### config.mk
export PLATFORM = sky130hd
export DESIGN_NAME = vit_acs_sched
export DESIGN_NICKNAME = d
export VERILOG_FILES = /design/src/rtl/vit_acs_sched.sv
export SDC_FILE = /design/constraint.sdc
export NUM_CORES = 1
export LEC_CHECK = 0
export BUFFER_PORTS_ARGS = -buffer_cell sky130_fd_sc_hd__buf_2
export CAP_MARGIN = 20
export CORE_MARGIN = 5
export CORE_UTILIZATION = 33
export DETAILED_ROUTE_END_ITERATION = 10
export SYNTH_ARGS = -nofsm -noshare
export SYNTH_HDL_FRONTEND = slang
export SYNTH_SLANG_ARGS = --single-unit
### constraint.sdc
create_clock -name clk -period 1.7 [get_ports clk]
set_input_delay 0.17 -clock clk [delete_from_list [all_inputs] [get_ports clk]]
set_output_delay 0.17 -clock clk [all_outputs]
set_load 0.005 [all_outputs]
### src/rtl/vit_acs_sched.sv
// Viterbi ACS scheduler: sequences path-metric init, per-step butterfly groups,
// ping-pong bank selection, overflow normalisation and traceback start.
module vit_acs_sched #(
    parameter int unsigned NUM_STATES = 64,
    parameter int unsigned PAR        = 4,
    parameter int unsigned MW         = 12,
    parameter int unsigned SW         = 16,
    localparam int unsigned G         = NUM_STATES / (2 * PAR),
    localparam int unsigned GW        = (G > 1) ? $clog2(G) : 1
) (
    input  logic          clk,
    input  logic          rst_n,
    input  logic          frm_start,
    input  logic          bm_valid,
    input  logic          bm_last,
    output logic          bm_ready,
    output logic          bm_take,
    input  logic          msb_hit,
    output logic          init_en,
    output logic          acs_en,
    output logic [GW-1:0] bfly_grp,
    output logic          pm_rd_bank,
    output logic          pm_wr_bank,
    output logic          norm_en,
    output logic [SW-1:0] step_cnt,
    output logic          tb_start
);

    if (NUM_STATES < 2 * PAR) begin : g_bad_states
        $error("NUM_STATES must be at least 2*PAR");
    end
    if (MW < 3) begin : g_bad_mw
        $error("MW must leave 2^(MW-2) normalisation headroom");
    end

    typedef enum logic [2:0] {StIdle, StInit, StWait, StRun, StDone} state_e;

    state_e        state_q, state_d;
    logic [GW-1:0] grp_q, grp_d;
    logic          rd_bank_q, rd_bank_d;
    logic [SW-1:0] cnt_q, cnt_d;
    logic          norm_q, norm_d;
    logic          hit_q, hit_d;
    logic          last_q, last_d;
    logic          grp_last;

    assign grp_last = (grp_q == GW'(G - 1));

    always_comb begin
        state_d   = state_q;
        grp_d     = grp_q;
        rd_bank_d = rd_bank_q;
        cnt_d     = cnt_q;
        norm_d    = norm_q;
        hit_d     = hit_q;
        last_d    = last_q;
        init_en   = 1'b0;
        acs_en    = 1'b0;
        bm_ready  = 1'b0;
        bm_take   = 1'b0;
        tb_start  = 1'b0;

        case (state_q)
            StIdle: ;
            StInit: begin
                init_en = 1'b1;
                if (grp_last) begin
                    grp_d     = '0;
                    rd_bank_d = 1'b0;
                    state_d   = StWait;
                end else begin
                    grp_d = grp_q + GW'(1);
                end
            end
            StWait: begin
                bm_ready = 1'b1;
                if (bm_valid && !frm_start) begin
                    bm_take = 1'b1;
                    last_d  = bm_last;
                    grp_d   = '0;
                    state_d = StRun;
                end
            end
            StRun: begin
                acs_en = 1'b1;
                hit_d  = hit_q | msb_hit;
                if (grp_last) begin
                    // Hits seen during this step normalise the reads of the next one.
                    norm_d    = hit_q | msb_hit;
                    hit_d     = 1'b0;
                    rd_bank_d = ~rd_bank_q;
                    if (cnt_q != '1) begin
                        cnt_d = cnt_q + SW'(1);
                    end
                    grp_d   = '0;
                    state_d = last_q ? StDone : StWait;
                end else begin
                    grp_d = grp_q + GW'(1);
                end
            end
            StDone: begin
                tb_start = !frm_start;
                state_d  = StIdle;
            end
            default: state_d = StIdle;
        endcase

        // A new frame overrides whatever the current state was doing.
        if (frm_start) begin
            state_d   = StInit;
            grp_d     = '0;
            rd_bank_d = 1'b1;
            cnt_d     = '0;
            norm_d    = 1'b0;
            hit_d     = 1'b0;
            last_d    = 1'b0;
        end
    end

    always_ff @(posedge clk or negedge rst_n) begin
        if (!rst_n) begin
            state_q   <= StIdle;
            grp_q     <= '0;
            rd_bank_q <= 1'b0;
            cnt_q     <= '0;
            norm_q    <= 1'b0;
            hit_q     <= 1'b0;
            last_q    <= 1'b0;
        end else begin
            state_q   <= state_d;
            grp_q     <= grp_d;
            rd_bank_q <= rd_bank_d;
            cnt_q     <= cnt_d;
            norm_q    <= norm_d;
            hit_q     <= hit_d;
            last_q    <= last_d;
        end
    end

    assign bfly_grp   = grp_q;
    assign pm_rd_bank = rd_bank_q;
    assign pm_wr_bank = ~rd_bank_q;
    assign step_cnt   = cnt_q;
    assign norm_en    = acs_en & norm_q;

endmodule

== Word-level counts from Yosys, hierarchy flattened ==
Index checks and enable logic that the tools add are counted.

* Word-level logic and storage cells: 72
* Memory bits (read-only): 0
* Memories kept: 0
* RAM bits: 0
* Input bits: 6
* Register bits after elaboration: 26
* Output and inout bits: 27
* Bits in latches: 0

* Shift operators: 0
* Div/mod/pow operators: 0
* $add $sub $neg: 2
* Bitwise logic cells: 3
* Reductions and logical operators: 17
* Equality and inequality tests: 10
* Mux-type cells: 33
* $lt $le $gt $ge: 0
* $mul: 0

{| class="wikitable"
|+ Operators by type and width
! operator !! count
|-
| 16-bit two-way mux || 4
|-
| 3-bit two-way mux || 8
|-
| 1-bit two-way mux || 18
|-
| 16-bit by 1-bit adder with 16-bit output (second input constant) || 1
|-
| 16-bit != test (second input constant) || 1
|-
| 3-bit one-hot mux with 4 select lines || 1
|-
| 2-bit nonzero test || 5
|-
| 3-bit != test (second input constant) || 3
|-
| 3-bit by 2-bit == test with 1-bit output (second input constant) || 2
|-
| 3-bit == test (second input constant) || 2
|-
| 3-bit one-hot mux with 2 select lines || 1
|-
| 2-bit AND reduction || 3
|-
| 3-bit AND reduction || 2
|-
| 3-bit nonzero test || 2
|-
| 4-bit AND reduction || 1
|-
| 3-bit by 1-bit adder with 3-bit output (second input constant) || 1
|-
| 3-bit by 1-bit == test with 1-bit output (second input constant) || 1
|-
| 3-bit logical NOT || 1
|-
| 2-bit != test (second input constant) || 1
|-
| 1-bit one-hot mux with 2 select lines || 1
|-
| 2-bit OR reduction || 1
|-
| 1-bit AND || 1
|-
| 1-bit logical AND || 1
|-
| 1-bit logical NOT || 1
|-
| other kinds (2) || 2
|}

== Depth between registers and ports, before layout ==
Gate-level depths: netlist of the first run.

* Depth after elaboration: 5
* Depth in mapped cells: 7
* Depth with buffers taken out: 6

== Worst setup path after synthesis of the first run ==
OpenSTA, ideal clock, no wires.

* Path type: flip-flop to flip-flop
* From: register grp_q[0] (netlist: bfly_grp[0])
* To: register cnt_q[13] (netlist: step_cnt[13])
* Cell stages (with the launch flop): 7
* Clock period less this slack: 1.958 ns
* Data arrival time: 1.833 ns
* Data required time: 1.575 ns
* Slack: -0.258 ns
* Cell sequence: dfrtp_1 -> ha_1 -> ha_1 -> and4b_2 -> nand4_4 -> nor4_1 -> mux2_2

* Word-level cells in the longest chain between the ends: 3

{| class="wikitable"
|+ Ends and longest elaborated chain
! element !! RTL line !! source
|-
| from (decl) || 39 || <nowiki>logic [GW-1:0] grp_q, grp_d;</nowiki>
|-
| from (signal assigned) || 131 || <nowiki>grp_q <= grp_d;</nowiki>
|-
| 3-bit == test || 47 || <nowiki>assign grp_last = (grp_q == GW'(G - 1));</nowiki>
|-
| 2-bit nonzero test (no source line) || -- ||
|-
| 3-bit AND reduction (no source line) || -- ||
|-
| to (signal assigned) || 133 || <nowiki>cnt_q <= cnt_d;</nowiki>
|-
| to (decl) || 41 || <nowiki>logic [SW-1:0] cnt_q, cnt_d;</nowiki>
|}

Every way passes these cells.
A chain may end at the register's enable or synchronous reset.

== Final worst setup path of the first run ==
Same ends and word-level chain as after synthesis.

==> results.ini, run 1 <==
[setup_path]
cp_max_fo=7
worst-path-stages=6
path_class=register to register
cp.required_ns=1.85
reg2reg_from=bfly_grp[0]$_DFFE_PN0P_
reg2reg_slack_ns=-0.10
critPathCaptureType=register
cp_slowest_cell=dfrtp_1
critical-path-top-delay-family=simple AND/OR/NAND/NOR gates
r2r-end=step_cnt[13]$_DFFE_PN0P_
cp.arrival_ns=1.96
worst_setup_path_start_kind=register
reg2reg_depth=6
path_cells=ha_2 -> ha_4 -> and4b_2 -> nand4_4 -> nor4_2 -> mux2_2
cp_num_buf_inv=0
slowest_delay_ns=0.37

[sta]
drv_slew=0
fin_crit_ns=1.803
clock_skew_ns=0.007971
finalHoldViolations=0
worst_pin_slew_ns=0.6019
fin_crit_sh_pct=106.1
rsz0062_at_grt=true
setup_ws_ns=-0.1033
slew_headroom_pct=59.87
setup_viol=12
fmax_mhz=554.5

[finish]
n_antenna_cell=0
fin_cells=271
drive_gt1_share_pct=42.92
area_delta_synth_final_pct=44.28
final_cell_area_um2=2067
fin_nets=229

[route]
postRouteWirelength_mm=4.072
drc=0
via_per_inst=5.472
wl_per_cell_um=15.03
drt_iter0_drc=59
ant_nets=0
firstDrtPassIters=4
vias=1483

[placement]
gp_congestion=0.8080
dp_slack_ns=-0.1050
placed_cells=260
dp_hpwl_mm=2.971
dpl-instance-area_um2=1916
port-buffer-count=32

[grt]
antenna_found_initial=0
grt-ovfl-total=0
first_global_vias=1456
grt_pass1_wl_mm=6.396
grt_max_degree=31
track_usage_pct=14.21

[yosys]
synth-seq-area-share_pct=45.41
synth.distinct_cells=33
syn_avg_cell_area_um2=9.551
syn_nets=159
syn_inst=150
syn_area_um2=1433
yosys_warnings=0
ys_ff_latch=26

[clock_tree]
insertion_delay_ns=0.27
cts_tree=done
clk_pin_slew_ns=0.09
clock_sinks=26
cts.path.max_buffers=2
clock-root-buffer=clkbuf_8
htree_levels=1
cts_buffers=3

[job]
maxCapViolCount=0

[power_and_ir_drop]
ir_drop_mv=0.2422
leakage_nw=0.9509
power_density_nw_per_um2=519.9

[floorplanning]
start_util_pct=33.36
rows=24
coreArea_um2=4294
die_x_um=75.89
num_io_pins=33
die_y_um=75.89
dieArea_um2=5759

[worst_hold_path]
hp-class=input pin to register
hold_depth=3
min_from=bm_last
hold_end=last_q$_DFFE_PN0P_

[run_status]
status=finished with violations
violations=setup timing

Yosys cell counts:
cell type / count / area (um2)
a211o_1: 1 / 8.760
and3_1: 2 / 12.51
a21oi_1: 17 / 85.08
mux2_2: 4 / 45.04
ha_1: 3 / 37.54
nand2b_1: 1 / 6.260
and2_1: 1 / 6.260
nand3_1: 6 / 30.03
inv_1: 2 / 7.510
and4_1: 2 / 17.52
o21ai_0: 3 / 15.01
nand2_1: 11 / 41.29
clkbuf_1: 4 / 15.01
buf_4: 2 / 15.01
nor3_1: 3 / 15.01
dfrtp_1: 26 / 650.6
buf_2: 2 / 10.01
and3b_1: 1 / 8.760
o31ai_1: 9 / 67.56
or4_1: 10 / 75.07
a22o_1: 3 / 26.28
o21bai_1: 1 / 7.510
o41ai_1: 1 / 8.760
or3_1: 3 / 18.77
nand3b_1: 2 / 15.01
and4b_2: 1 / 11.26
nor2b_1: 3 / 18.77
nor2_1: 11 / 41.29
nor3b_1: 3 / 22.52
nor4_1: 5 / 31.28
nand4_1: 5 / 31.28
nor4b_1: 1 / 8.760
nand4_4: 1 / 21.27
worst reg2reg max path, stage by stage, from the launching register on:
cell	delay (ns)
dfrtp_1	0.37
ha_2	0.19
ha_4	0.13
and4b_2	0.28
nand4_4	0.16
nor4_2	0.18
mux2_2	0.36
routing by layer:
layer	global-route usage (%)	vias up	wire length, um
met5	0	-	0
met4	5.049	0	67
met3	2.639	7	227
met2	24.90	40	2024
met1	17.28	721	1753
li1	-	715	-
placed cells by master, fill, tap and decap left out, types with 3 or more instances in the layout:
cell type and n:
nor4_2 3, buf_6 3, a22o_1 3, nor3_1 3, or4_1 9, nand3_1 6
nor2_1 11, buf_4 37, nor2b_1 3, a21oi_1 15, buf_2 32, nand4_1 5
mux2_2 3, clkbuf_8 3, dfrtp_1 24, nand2_1 11, o31ai_1 9
registers in the layout, summed over array words and instances, names as in the netlist:
register / count
state_q: 3
hit_q: 1
step_cnt: 16
last_q: 1
norm_q: 1
bfly_grp: 3
pm_rd_bank: 1
power breakdown:
| part | total (mW) | switching, mW | internal [mW] |
|---|---|---|---|
| clock | 0.357 | 0.190 | 0.168 |
| combinational | 0.0867 | 0.0460 | 0.0407 |
| sequential | 0.631 | 0.00556 | 0.625 |
| total | 1.07 | 0.241 | 0.833 |
repair_timing:
action | CTS | global route
endpoints found under the hold margin | 26 | 0
buffers inserted | 3 | 3
pin swaps | 0 | 4
endpoints found under the setup margin | 14 | 15
hold buffers | 1 | 0
resized for setup | 5 | 7
final cells by class:
type / instances / area [um2]
Clock buffer: 4 / 45.04
Fill cell: 407 / 2227
Inverter: 2 / 7.507
Multi-Input combinational cell: 114 / 814.5
Sequential cell: 26 / 653.1
Tap cell: 52 / 65.06
Timing Repair Buffer: 73 / 481.7
stage by stage:
step	total power [mW]	hold slack (ns)	utilization (%)	TNS, ns
2_1_floorplan	0.6720	-0.1256	-	-0.3439
3_3_place_gp	0.7137	0.2043	44.61	-0.07643
3_5_place_dp	0.7172	0.2110	44.61	-0.5607
4_1_cts	1.084	0.1515	46.94	-0.7592
5_1_grt	1.122	0.1698	48.14	-1.662
6_report	1.075	0.1581	48.14	-0.6462
worst max-delay path by stage:
| stage | startpoint | endpoint | slack, ns |
|---|---|---|---|
| floorplan | bfly_grp[0]$_DFFE_PN0P_ | step_cnt[13]$_DFFE_PN0P_ | -0.08 |
| global placement | bfly_grp[1]$_DFFE_PN0P_ | step_cnt[15]$_DFFE_PN0P_ | -0.03 |
| detailed placement | bfly_grp[1]$_DFFE_PN0P_ | step_cnt[15]$_DFFE_PN0P_ | -0.11 |
| CTS | bfly_grp[0]$_DFFE_PN0P_ | step_cnt[13]$_DFFE_PN0P_ | -0.10 |
| global route | bfly_grp[0]$_DFFE_PN0P_ | step_cnt[13]$_DFFE_PN0P_ | -0.21 |
| finish | bfly_grp[0]$_DFFE_PN0P_ | step_cnt[13]$_DFFE_PN0P_ | -0.10 |
cell families (layout without fill, tap and decap cells):
| group | after synthesis | in the layout | synth area share, % |
|---|---|---|---|
| buffers and inverters | 10 | 79 | 3.318 |
| adders and majority gates | 3 | 3 | 2.620 |
| and+or+nand+nor | 72 | 72 | 30.22 |
| DFF | 26 | 26 | 45.41 |
| muxes | 4 | 4 | 3.144 |
| AOI/OAI and AO/OA | 35 | 35 | 15.28 |
(Power assumes the default switching activity.)
==> inputs of run 2 (changes only) <==
--- a/config.mk
+++ b/config.mk
@@ -10,6 +10,7 @@
 export CORE_MARGIN = 5
 export CORE_UTILIZATION = 33
 export DETAILED_ROUTE_END_ITERATION = 10
+export RECOVER_POWER = 100
 export SYNTH_ARGS = -nofsm -noshare
 export SYNTH_HDL_FRONTEND = slang
 export SYNTH_SLANG_ARGS = --single-unit
==> constraint.sdc (replaced) <==
create_clock -name clk -period 1.7 [get_ports clk]
set_input_delay 0.17 -clock clk [delete_from_list [all_inputs] [get_ports clk]]
set_output_delay 0.17 -clock clk [all_outputs]
set_load 0.05 [all_outputs]
==> results.ini, run 2 (synthesis gave the netlist of run 1 again) <==
[finish]
final_cell_area_um2=2043
n_antenna_cell=0
layout_common_cells=buf_4 (23), clkbuf_1 (20), dfrtp_2 (18)
final_common_cell=buf_4
fin_nets=214
num-fill-cells=437
drive_gt1_share_pct=41.18
multiInputGateArea_um2=870.8
area_delta_synth_final_pct=42.62
largest_register_ffs=16
regArea_um2=676.9
fin_cells=256

[sta]
worst_pin_slew_ns=0.6541
slew_headroom_pct=56.39
fin_crit_ns=1.766
rsz0062_at_grt=true
clock_skew_ns=0.001583
whs_ns=0.1415
fmax_mhz=566.2
drv_slew=0
finalHoldViolations=0
fin_crit_sh_pct=103.9
setup_viol=7
setup_ws_ns=-0.06619

[clock_tree]
htree_levels=1
clock-root-buffer=clkbuf_8
cts.path.max_buffers=2
cts_tree=done
clock_sinks=26
clk_pin_slew_ns=0.10
cts_buffers=3
insertion_delay_ns=0.27

[setup_path]
cp_max_fo=2
cp.arrival_ns=1.97
critPathCaptureType=register
cp.required_ns=1.90
path_cells=ha_4 -> nand4_1 -> or3_4 -> or4_4 -> a21oi_2
worst_setup_path_start_kind=register
slowest_delay_ns=0.43
cp_slowest_cell=dfrtp_4
path_class=register to register

[job]
maxCapViolCount=0

[placement]
dpl-instance-area_um2=1897
gp_congestion=0.7791
placed_cells=247
port-buffer-count=32
dp_hpwl_mm=2.822
dp_slack_ns=-0.09070

[power_and_ir_drop]
seqPwrFrac_pct=50.2
power_frac_comb_pct=7.8
pwr-share-clk_pct=42.0
p_sw_mw=0.2919
p_int_mw=0.9717
leakage_nw=0.7917
power_density_nw_per_um2=618.4
finalPower_mw=1.264
swShare_pct=23.10
ir_drop_mv=0.4110

[route]
wl_per_cell_um=15.44
vias=1415
via_per_inst=5.527
postRouteWirelength_mm=3.953
drc=0
firstDrtPassIters=5
drt_iter0_drc=48
ant_nets=0

[grt]
first_global_vias=1458
grt_max_degree=31
grt_pass1_wl_mm=6.637
track_usage_pct=14.86
antenna_found_initial=0
grt-ovfl-total=0

[floorplanning]
num_io_pins=33
start_util_pct=33.36
die_x_um=75.89
coreArea_um2=4294
die_y_um=75.89
dieArea_um2=5759
rows=24

[run_status]
violations=setup timing
status=finished with violations

[worst_hold_path]
hp-class=input pin to register

==> run 2: cell types whose count changed in the layout (fill, tap and decap cells not counted), sizes merged <==
cell    previous run  this run
bufinv             0         1
clkbuf             4        25
buf               72        35
==> run 2: worst paths after layout <==
kind,startpoint,end,slack [ns],cells past startpoint
min in group asynchronous,rst_n,step_cnt[12]$_DFFE_PN0P_,0.44,2
setup / recovery,step_cnt[0]$_DFFE_PN0P_,step_cnt[14]$_DFFE_PN0P_,-0.07,5
setup reg to reg,step_cnt[0]$_DFFE_PN0P_,step_cnt[14]$_DFFE_PN0P_,-0.07,5
hold / removal,bm_last,last_q$_DFFE_PN0P_,0.14,3
hold reg to reg,pm_rd_bank$_DFFE_PN0P_,pm_rd_bank$_DFFE_PN0P_,0.56,1
max in group asynchronous,rst_n,step_cnt[0]$_DFFE_PN0P_,0.77,2
==> run 2: metrics by stage <==
stage	setup TNS (ns)	utilization, %
after floorplan	-2.185	-
after global placement	-0.04852	44.17
after detailed placement	-0.3581	44.17
after CTS	-0.3512	47.23
after global routing	-1.925	47.58
final	-0.3583	47.58
==> run 2: worst max-delay path: cells and delay by family, from the launching register on <==
kind            cells  cell delay (ns)
simple gates        3             1.02
flops               1             0.43
fa+ha+maj           1             0.12
compound gates      1             0.12
==> run 2: final cells by class <==
type                    count  share of cell area, %
inverters                   2                 0.3674
flip-flops and latches     26                  33.13
multi-input cells         114                  42.62
repair buffers             58                  17.21
clock inverters             1                  1.470
well taps                  52                  3.184
clock buffers               3                  2.021
==> run 2: power by group through the flow <==
stage | Clock, mW | Combinational [mW] | Sequential (mW)
3_3_place_gp | 0 | 0.0979 | 0.646
2_1_floorplan | 0 | 0.0320 | 0.671
6_report | 0.530 | 0.0990 | 0.635
3_5_place_dp | 0 | 0.101 | 0.647
4_1_cts | 0.548 | 0.103 | 0.635
5_1_grt | 0.567 | 0.112 | 0.636
==> run 2: timing repair <==
action / CTS / global route
setup endpoints to repair: 11 / 18
hold endpoints to repair: 26 / 0
pin swaps: 4 / 4
resized for setup: 7 / 7
hold buffers: 1 / 0
buffers inserted: 3 / 1
==> run 2: routing by layer <==
layer | wire, um | up-vias | GRT usage [%]
li1 | - | 683 | -
met3 | 193 | 2 | 3.298
met1 | 1673 | 692 | 17.43
met2 | 2069 | 38 | 26.81
met4 | 17 | 0 | 4.466
met5 | 0 | - | 0
==> inputs of run 3 (changes only) <==
--- a/config.mk
+++ b/config.mk
@@ -11,6 +11,7 @@
 export CORE_UTILIZATION = 33
 export DETAILED_ROUTE_END_ITERATION = 10
 export RECOVER_POWER = 100
+export SETUP_SLACK_MARGIN = 0.02
 export SYNTH_ARGS = -nofsm -noshare
 export SYNTH_HDL_FRONTEND = slang
 export SYNTH_SLANG_ARGS = --single-unit
==> results.ini, run 3 (synthesis gave the netlist of run 1 again) <==
[finish]
final_common_cell=buf_4
fin_nets=219
largest_register_ffs=16
fin_cells=261
n_antenna_cell=0
area_delta_synth_final_pct=49.52
drive_gt1_share_pct=48.33
layout_common_cells=buf_4 (27), dfrtp_2 (18), buf_2 (16)

[floorplanning]
die_y_um=75.89
die_x_um=75.89
dieArea_um2=5759
num_io_pins=33
rows=24
start_util_pct=33.36
coreArea_um2=4294

[route]
dr_wl_met3_um=147
wirelength_met1_mm=1.754
top_layer=met4
drc=0
ant_nets=0
firstDrtPassIters=4
postRouteWirelength_mm=4.027
wl_met2_mm=2.089
drt_iter0_drc=62
vias=1417
via_per_inst=5.429
wl_per_cell_um=15.43

[grt]
grt_max_degree=31
track_usage_pct=14.62
first_global_vias=1426
grt_pass1_wl_mm=6.492
grt-ovfl-total=0
antenna_found_initial=0

[sta]
drv_slew=0
finalHoldViolations=0
whs_ns=0.1545
clock_skew_ns=0.003358
setup_ws_ns=-0.06385
fin_crit_ns=1.764
rsz0062_at_grt=true
slew_headroom_pct=56.25
fmax_mhz=566.9
fin_crit_sh_pct=103.8
worst_pin_slew_ns=0.6563
setup_viol=7

[clock_tree]
cts_tree=done
cts_buffers=3
insertion_delay_ns=0.28
clk_pin_slew_ns=0.10
cts.path.max_buffers=2
clock_sinks=26
htree_levels=1
clock-root-buffer=clkbuf_8

[placement]
dp_hpwl_mm=2.820
gp_congestion=0.7943
port-buffer-count=32
placed_cells=246

[power_and_ir_drop]
leakage_nw=0.8667
ir_drop_mv=0.2651
power_density_nw_per_um2=594.9

[setup_path]
path_class=register to register
critPathCaptureType=register
worst_setup_path_start_kind=register
cp.required_ns=1.91
cp.arrival_ns=1.97
cp_max_fo=2

[run_status]
status=finished with violations
violations=setup timing

[worst_hold_path]
hp-class=input pin to register

[job]
maxCapViolCount=0

-- run 3: cell types whose count changed in the layout (fill, tap and decap cells not counted), sizes merged --
cell / delta
buf: +12
clkbuf: -7
-- run 3: final timing paths --
check                                             start                  endpoint  slack, ns  depth (start not counted)
worst max-delay path            step_cnt[0]$_DFFE_PN0P_  step_cnt[14]$_DFFE_PN0P_      -0.06                          5
worst min-delay path                            bm_last        last_q$_DFFE_PN0P_       0.15                          3
worst max register to register  step_cnt[0]$_DFFE_PN0P_  step_cnt[14]$_DFFE_PN0P_      -0.06                          5
worst min register to register       norm_q$_DFFE_PN0P_        norm_q$_DFFE_PN0P_       0.57                          2
max in group asynchronous                         rst_n   step_cnt[0]$_DFFE_PN0P_       0.78                          2
min in group asynchronous                         rst_n   step_cnt[7]$_DFFE_PN0P_       0.44                          2
-- run 3: repair_timing --
item / CTS / global route
endpoints found under the setup margin: 13 / 18
hold buffers: 1 / 0
resized for setup: 8 / 21
endpoints found under the hold margin: 26 / 0
pin swaps: 7 / 11
cloned: 1 / 0
buffers inserted: 5 / 4
-- run 3: power by group --
group / leakage (nW) / switching (mW) / total, mW / internal (mW)
clock: 0.0357 / 0.221 / 0.536 / 0.316
sequential: 0.319 / 0.00789 / 0.634 / 0.626
combinational: 0.512 / 0.0693 / 0.104 / 0.0346
total: 0.867 / 0.298 / 1.27 / 0.976
-- run 3: per-layer routing --
layer	vias up	GRT usage, %
met2	30	27.00
met4	0	4.078
met5	-	0
met3	4	2.243
li1	692	-
met1	691	17.34
-- run 3: critical path, cell delays in order, from the launching register on --
cell and delay (ns):
dfrtp_4 0.43, ha_4 0.12, nand4_1 0.14, or3_4 0.44, or4_4 0.42, a21oi_2 0.12
-- run 3: area by class of cell --
class                           count  area [um2]
Inverter                            2       7.507
Sequential cell                    26       676.9
Tap cell                           52       65.06
Clock buffer                        3       41.29
Multi-Input combinational cell    114       922.1
Fill cell                         417        2152
Timing Repair Buffer               63       399.1
Clock inverter                      1       30.03
-- run 3: per-stage QoR --
stage	setup WS [ns]	TNS, ns	total power [mW]	util [%]	cell area (um2)
global route	-0.1510	-1.460	1.319	49.88	2142
global placement	-0.004645	-0.009624	0.7436	43.71	1877
CTS	-0.1041	-0.5083	1.278	47.38	2034
detailed placement	-0.09419	-0.2806	0.7470	43.71	1877
floorplan	-0.5168	-2.185	0.7028	-	1548
finish	-0.06385	-0.2606	1.274	49.88	2142
